<file path="src/rtl/traffic_pkg.sv">
// traffic_pkg: shared definitions for the intersection phase scheduler.
//   - light codes driven per approach on the packed light bus
//   - controller state encoding
//   - approach indices (bit positions in req/grant/pending; 2-bit slot in lights)
//   - round-robin search helper used at the all-red exit
package traffic_pkg;

  typedef enum logic [1:0] {
    LIGHT_RED    = 2'b00,
    LIGHT_YELLOW = 2'b01,
    LIGHT_GREEN  = 2'b10
  } light_t;

  typedef enum logic [1:0] {
    ST_INIT    = 2'd0,
    ST_ALL_RED = 2'd1,
    ST_GREEN   = 2'd2,
    ST_YELLOW  = 2'd3
  } state_t;

  // Approach index == bit position in req/grant/pending.
  localparam logic [1:0] APP_N = 2'd3;
  localparam logic [1:0] APP_E = 2'd2;
  localparam logic [1:0] APP_S = 2'd1;
  localparam logic [1:0] APP_W = 2'd0;

  // Service rotation is N->E->S->W, i.e. decreasing index. Search
  // cur-1, cur-2, cur-3, cur (mod 4); with nothing pending, keep cur.
  function automatic logic [1:0] rr_next(input logic [1:0] cur,
                                         input logic [3:0] pend);
    logic [1:0] pick;
    logic [1:0] idx;
    logic       found;
    pick  = cur;
    found = 1'b0;
    for (int unsigned k = 1; k <= 4; k++) begin
      idx = cur - 2'(k);
      if (!found && pend[idx]) begin
        pick  = idx;
        found = 1'b1;
      end
    end
    return pick;
  endfunction

  function automatic logic [3:0] onehot4(input logic [1:0] idx);
    logic [3:0] v;
    v      = '0;
    v[idx] = 1'b1;
    return v;
  endfunction

endpackage

</file>
<file path="src/rtl/sec_tick_gen.sv">
// sec_tick_gen: prescaler producing a one-cycle tick every CLK_HZ cycles.
// The first tick occurs CLK_HZ cycles after reset deassertion.
// Ports:
//   clk   in  clock
//   reset in  asynchronous, active-low reset
//   tick  out one-cycle pulse, period CLK_HZ cycles
module sec_tick_gen #(
  parameter int unsigned CLK_HZ = 50_000_000
) (
  input  logic clk,
  input  logic reset,
  output logic tick
);

  localparam int unsigned CW = (CLK_HZ > 1) ? $clog2(CLK_HZ) : 1;
  localparam logic [CW-1:0] LAST = CW'(CLK_HZ - 1);

  logic [CW-1:0] cnt;

  assign tick = (cnt == LAST);

  always_ff @(posedge clk or negedge reset) begin
    if (!reset) begin
      cnt <= '0;
    end else if (tick) begin
      cnt <= '0;
    end else begin
      cnt <= cnt + 1'b1;
    end
  end

endmodule

</file>
<file path="src/rtl/intersection_phase_scheduler.sv">
// intersection_phase_scheduler: demand-driven green arbiter for a
// four-approach intersection (N/E/S/W). Startup all-yellow flash, then
// round-robin service of latched demand with min/max green, yellow and
// all-red clearance. Rests in green while no other approach is waiting.
// Optional macro PREEMPT_EN adds emergency preemption ports.
// Ports:
//   clk          in  clock
//   reset        in  asynchronous, active-low reset
//   req[3:0]     in  vehicle detectors, bit3=N, 2=E, 1=S, 0=W
//   preempt      in  (PREEMPT_EN) preemption request, level
//   preempt_dir  in  (PREEMPT_EN) 0=N, 1=E, 2=S, 3=W
//   lights[7:0]  out {N,E,S,W} 2-bit codes: red=00, yellow=01, green=10
//   grant[3:0]   out one-hot served approach in GREEN/YELLOW, else 0
//   pending[3:0] out latched demand per approach
module intersection_phase_scheduler
  import traffic_pkg::*;
#(
  parameter int unsigned CLK_HZ      = 50_000_000,
  parameter int unsigned STARTUP_SEC = 3,
  parameter int unsigned MIN_GREEN   = 5,
  parameter int unsigned MAX_GREEN   = 20,
  parameter int unsigned YELLOW_SEC  = 2,
  parameter int unsigned CLEAR_SEC   = 1
) (
  input  logic       clk,
  input  logic       reset,
  input  logic [3:0] req,
`ifdef PREEMPT_EN
  input  logic       preempt,
  input  logic [1:0] preempt_dir,
`endif
  output logic [7:0] lights,
  output logic [3:0] grant,
  output logic [3:0] pending
);

  logic       tick;
  state_t     state, state_n;
  logic [1:0] cur, cur_n;
  logic [7:0] elapsed, elapsed_n;
  logic [3:0] pending_n;
  logic [7:0] ticks_in;
  logic [31:0] ticks32;
  logic       other_pend;
  logic       preempt_act;
  logic [1:0] preempt_idx;
  logic [3:0] clr_mask;

  sec_tick_gen #(.CLK_HZ(CLK_HZ)) u_tick (
    .clk   (clk),
    .reset (reset),
    .tick  (tick)
  );

`ifdef PREEMPT_EN
  assign preempt_act = preempt;
  // preempt_dir numbers approaches N..W as 0..3, opposite to bit index.
  assign preempt_idx = 2'd3 - preempt_dir;
`else
  assign preempt_act = 1'b0;
  assign preempt_idx = APP_N;
`endif

  // Tick count including the current tick: a state whose duration is D
  // ticks is left on the D-th tick after entry.
  assign ticks_in   = (elapsed == 8'hFF) ? 8'hFF : elapsed + 8'd1;
  assign ticks32    = {24'd0, ticks_in};
  assign other_pend = |(pending & ~onehot4(cur));

  always_ff @(posedge clk or negedge reset) begin
    if (!reset) begin
      state   <= ST_INIT;
      cur     <= APP_N;
      elapsed <= '0;
      pending <= '0;
    end else begin
      state   <= state_n;
      cur     <= cur_n;
      elapsed <= elapsed_n;
      pending <= pending_n;
    end
  end

  always_comb begin
    state_n = state;
    cur_n   = cur;
    case (state)
      ST_INIT: begin
        if (tick && ticks32 >= STARTUP_SEC) state_n = ST_ALL_RED;
      end
      ST_ALL_RED: begin
        if (tick && ticks32 >= CLEAR_SEC) begin
          state_n = ST_GREEN;
          cur_n   = preempt_act ? preempt_idx : rr_next(cur, pending);
        end
      end
      ST_GREEN: begin
        if (preempt_act) begin
          // Preempted direction holds; any other green yields immediately.
          if (preempt_idx != cur) state_n = ST_YELLOW;
        end else if (tick && ticks32 >= MIN_GREEN && other_pend &&
                     (!req[cur] || ticks32 >= MAX_GREEN)) begin
          state_n = ST_YELLOW;
        end
      end
      ST_YELLOW: begin
        if (tick && ticks32 >= YELLOW_SEC) state_n = ST_ALL_RED;
      end
      default: state_n = ST_INIT;
    endcase

    if (state_n != state) begin
      elapsed_n = '0;
    end else if (tick) begin
      elapsed_n = ticks_in;
    end else begin
      elapsed_n = elapsed;
    end

    // The approach entering green drops its demand even if req is set now.
    clr_mask = '0;
    if (state_n == ST_GREEN && state != ST_GREEN) clr_mask = onehot4(cur_n);
    pending_n = (pending | (req & ~grant)) & ~clr_mask;
  end

  always_comb begin
    lights = '0;
    grant  = '0;
    case (state)
      ST_INIT: lights = {4{LIGHT_YELLOW}};
      ST_GREEN: begin
        lights[{cur, 1'b0} +: 2] = LIGHT_GREEN;
        grant[cur]               = 1'b1;
      end
      ST_YELLOW: begin
        lights[{cur, 1'b0} +: 2] = LIGHT_YELLOW;
        grant[cur]               = 1'b1;
      end
      default: begin
        lights = '0;
        grant  = '0;
      end
    endcase
  end

endmodule

</file>
<file path="config.mk">
export PLATFORM = sky130hd
export DESIGN_NAME = intersection_phase_scheduler
export DESIGN_NICKNAME = d
export VERILOG_FILES = /design/src/rtl/traffic_pkg.sv /design/src/rtl/sec_tick_gen.sv /design/src/rtl/intersection_phase_scheduler.sv
export SDC_FILE = /design/constraint.sdc
export NUM_CORES = 1
export LEC_CHECK = 0
export CAP_MARGIN = 25
export CORE_MARGIN = 3
export CORE_UTILIZATION = 48
export DETAILED_ROUTE_END_ITERATION = 8
export PLACE_DENSITY = 0.65
export SETUP_SLACK_MARGIN = 0.15
export SLEW_MARGIN = 20
export SYNTH_ARGS = -nofsm -noshare
export SYNTH_HDL_FRONTEND = slang
export SYNTH_SLANG_ARGS = --single-unit
</file>
<file path="constraint.sdc">
create_clock -name clk -period 6.78 [get_ports clk]
set_clock_uncertainty 0.1 [all_clocks]
set_input_delay 1.356 -clock clk [delete_from_list [all_inputs] [get_ports clk]]
set_output_delay 1.356 -clock clk [all_outputs]
set_load 0.01 [all_outputs]
</file>
==> results.ini <==
[run_status]
status=completed

[timing]
min_period_ps=4446
rsz0062_at_grt=no
clock.fmax_mhz=224.9
setup_viol=0
worst_pin_slew_ps=877.5
tns_ps=0
layout_setup_ws_ps=2334
slew_headroom=0.4150
finalCritPeriodShare=0.6558
final_hold_viol_count=0
maxSlewViolCount=0

[drt]
drt_iter0_drc=137
firstDrtPassIters=4
drt-total-wl_mm=6.072
drc=0
wl_per_cell_um=15.10
vias=2302
viasPerCell=5.726
drtAntennaViolNets=0

[min_path]
min_path_type=register to register
hold_start=u_tick.cnt[16]$_DFF_PN0_
min_to=u_tick.cnt[16]$_DFF_PN0_
hold_depth=1

[synthesis]
synthTopCellsByArea=dfrtp_1 36%, nor2_1 5.6%, xor2_1 4.8%
ys_async_sr_fraction=1.000
ys.flop_type=dfrtp_1
syn_inst=315
synth_top_area_share=0.3641
yosysUniqueCellTypes=54
synth_edf_count=0
ys_seq_elements=42
syn_area_um2=2749
synth_fp_nets=330
ys_seq_area_frac=0.3832
yosys_warnings=0
avgSynthCellArea_um2=8.727
yosysTopAreaCell=dfrtp_1

[clocking]
cts_setup_buffers=0
cts_tree=yes
htreeDepth=2
clk_root_buffer_cell=clkbuf_8
cts_buffers=5
clk_latency_ps=300
clk_pin_slew_ps=90
cts-resized-gates=0
clock_sinks=42
cts_buffer_depth=2
holdBufCountCts=0

[worst_setup_path]
r2r_cells=9
cp_max_fo=15
end_kind=primary output
reg2reg_setup_slack_ps=3130
critPathLaunchType=register
cp.required_ps=5320
rr_startpoint=cur[0]$_DFF_PN1_
r2r_end=pending[3]$_DFF_PN0_
worstPathArrival_ps=2990
crit_type=register to primary output

[floorplanning]
core-area_um2=5335
initial_core_util=0.5152
die-area_um2=6671
die_h_um=81.68
rows=26
io_pins=22
die_x_um=81.68

[placement]
hpwl_mm=4.327
dp_slack_ps=2647
io_buffers=21
gp_congestion=0.8170

[global_routing]
grt_pass1_wl_mm=10.45
grt_max_degree=43
grt_pass1_vias=2160
track_usage=0.2034
grt_antenna_before_repair=0
grt_overflow=0

[power_and_ir_drop]
peakVddDrop_mv=0.1251
internal_power_uw=338.5
share_comb_of_total_power=0.023
p_leak_uw=0.001334
switchingPower_uw=97.25
powerDensity_nw_per_um2=140.3
switching_share=0.2232
p_clk_frac=0.403
pwr-share-seq=0.574

[finish]
final_common_cell=nor2_1
drive_gt1_frac=0.07831
area_growth_syn_to_layout_pct=13.02
nets=346
diodes=0
final_cell_mix=41 x nor2_1, 40 x dfrtp_1, 29 x nand2_1

[flow_run]
maxCapViolations=0

per-stage QoR:
step	cells	utilization	hold slack (ps)	cell area, um2	total power, uW
after floorplan	315	-	352.2	2749	255.9
after global placement	393	0.5607	373.9	2992	264.0
after detailed placement	393	0.5607	373.8	2992	264.2
after CTS	401	0.5786	389.3	3087	440.7
after global routing	402	0.5823	406.4	3107	455.8
final	402	0.5823	390.1	3107	435.7
cells in the mapped netlist (all sizes together) (9+ instances only):
cell	count
ha	9
nand3	19
clkbuf	12
nand2	29
a21oi	13
o21ai	11
nand4	11
xor2	15
dfrtp	40
xnor2	11
inv	16
and3	10
nor2	41
final cells by class:
cell class / count / area [um2]
timing repair buffer: 22 / 225.2
inverter: 16 / 60.06
multi-input combinational: 244 / 1585
clock inverter: 1 / 8.758
clock buffer: 7 / 86.33
sequential: 42 / 1054
fill: 497 / 2228
tap: 70 / 87.58
metal layers:
layer / part of all wire / vias up / routed length (um) / track usage
met3: 0.041 / 8 / 248 / 0.03728
met2: 0.45 / 45 / 2762 / 0.3225
met4: 0.012 / 0 / 71 / 0.05316
met1: 0.49 / 1094 / 2990 / 0.2870
li1: - / 1155 / - / -
met5: 0 / - / 0 / 0
critical path: stages, from the launching register on:
cell and delay (ps):
dfstp_2 710, inv_2 180, ha_1 480, inv_1 190, or3_1 400, o21ai_0 180
clkdlybuf4s50_1 560
worst max path at each step:
stage,start,to,cells after the start
after floorplan,cur[0]$_DFF_PN1_,lights[4],7
after global placement,cur[0]$_DFF_PN1_,lights[4],6
after detailed placement,cur[0]$_DFF_PN1_,lights[4],6
after CTS,cur[0]$_DFF_PN1_,lights[4],6
after global routing,cur[0]$_DFF_PN1_,lights[4],6
final,cur[0]$_DFF_PN1_,lights[4],6
cell families (layout without fill, tap and decap cells):
group,after synthesis,after routing,share of synthesized area
compound gates,57,57,0.1416
xor+xnor,26,26,0.08557
fa+ha+maj,9,9,0.04097
buf+inv,29,46,0.04005
flops,42,42,0.3832
mux,9,9,0.03823
simple gates,143,143,0.2704
sequential cells by signal (all words and copies together) (netlist names):
name / cells
cur: 2
elapsed: 8
pending: 4
state: 2
u_tick.cnt: 26
power groups by stage:
stage | clock [uW] | combinational, uW | sequential, uW
2_1_floorplan | 0 | 0.616 | 255
3_3_place_gp | 0 | 8.79 | 255
3_5_place_dp | 0 | 8.91 | 255
4_1_cts | 181 | 8.93 | 250
5_1_grt | 194 | 11.2 | 250
6_report | 176 | 9.89 | 250
(Power assumes the default switching activity.)
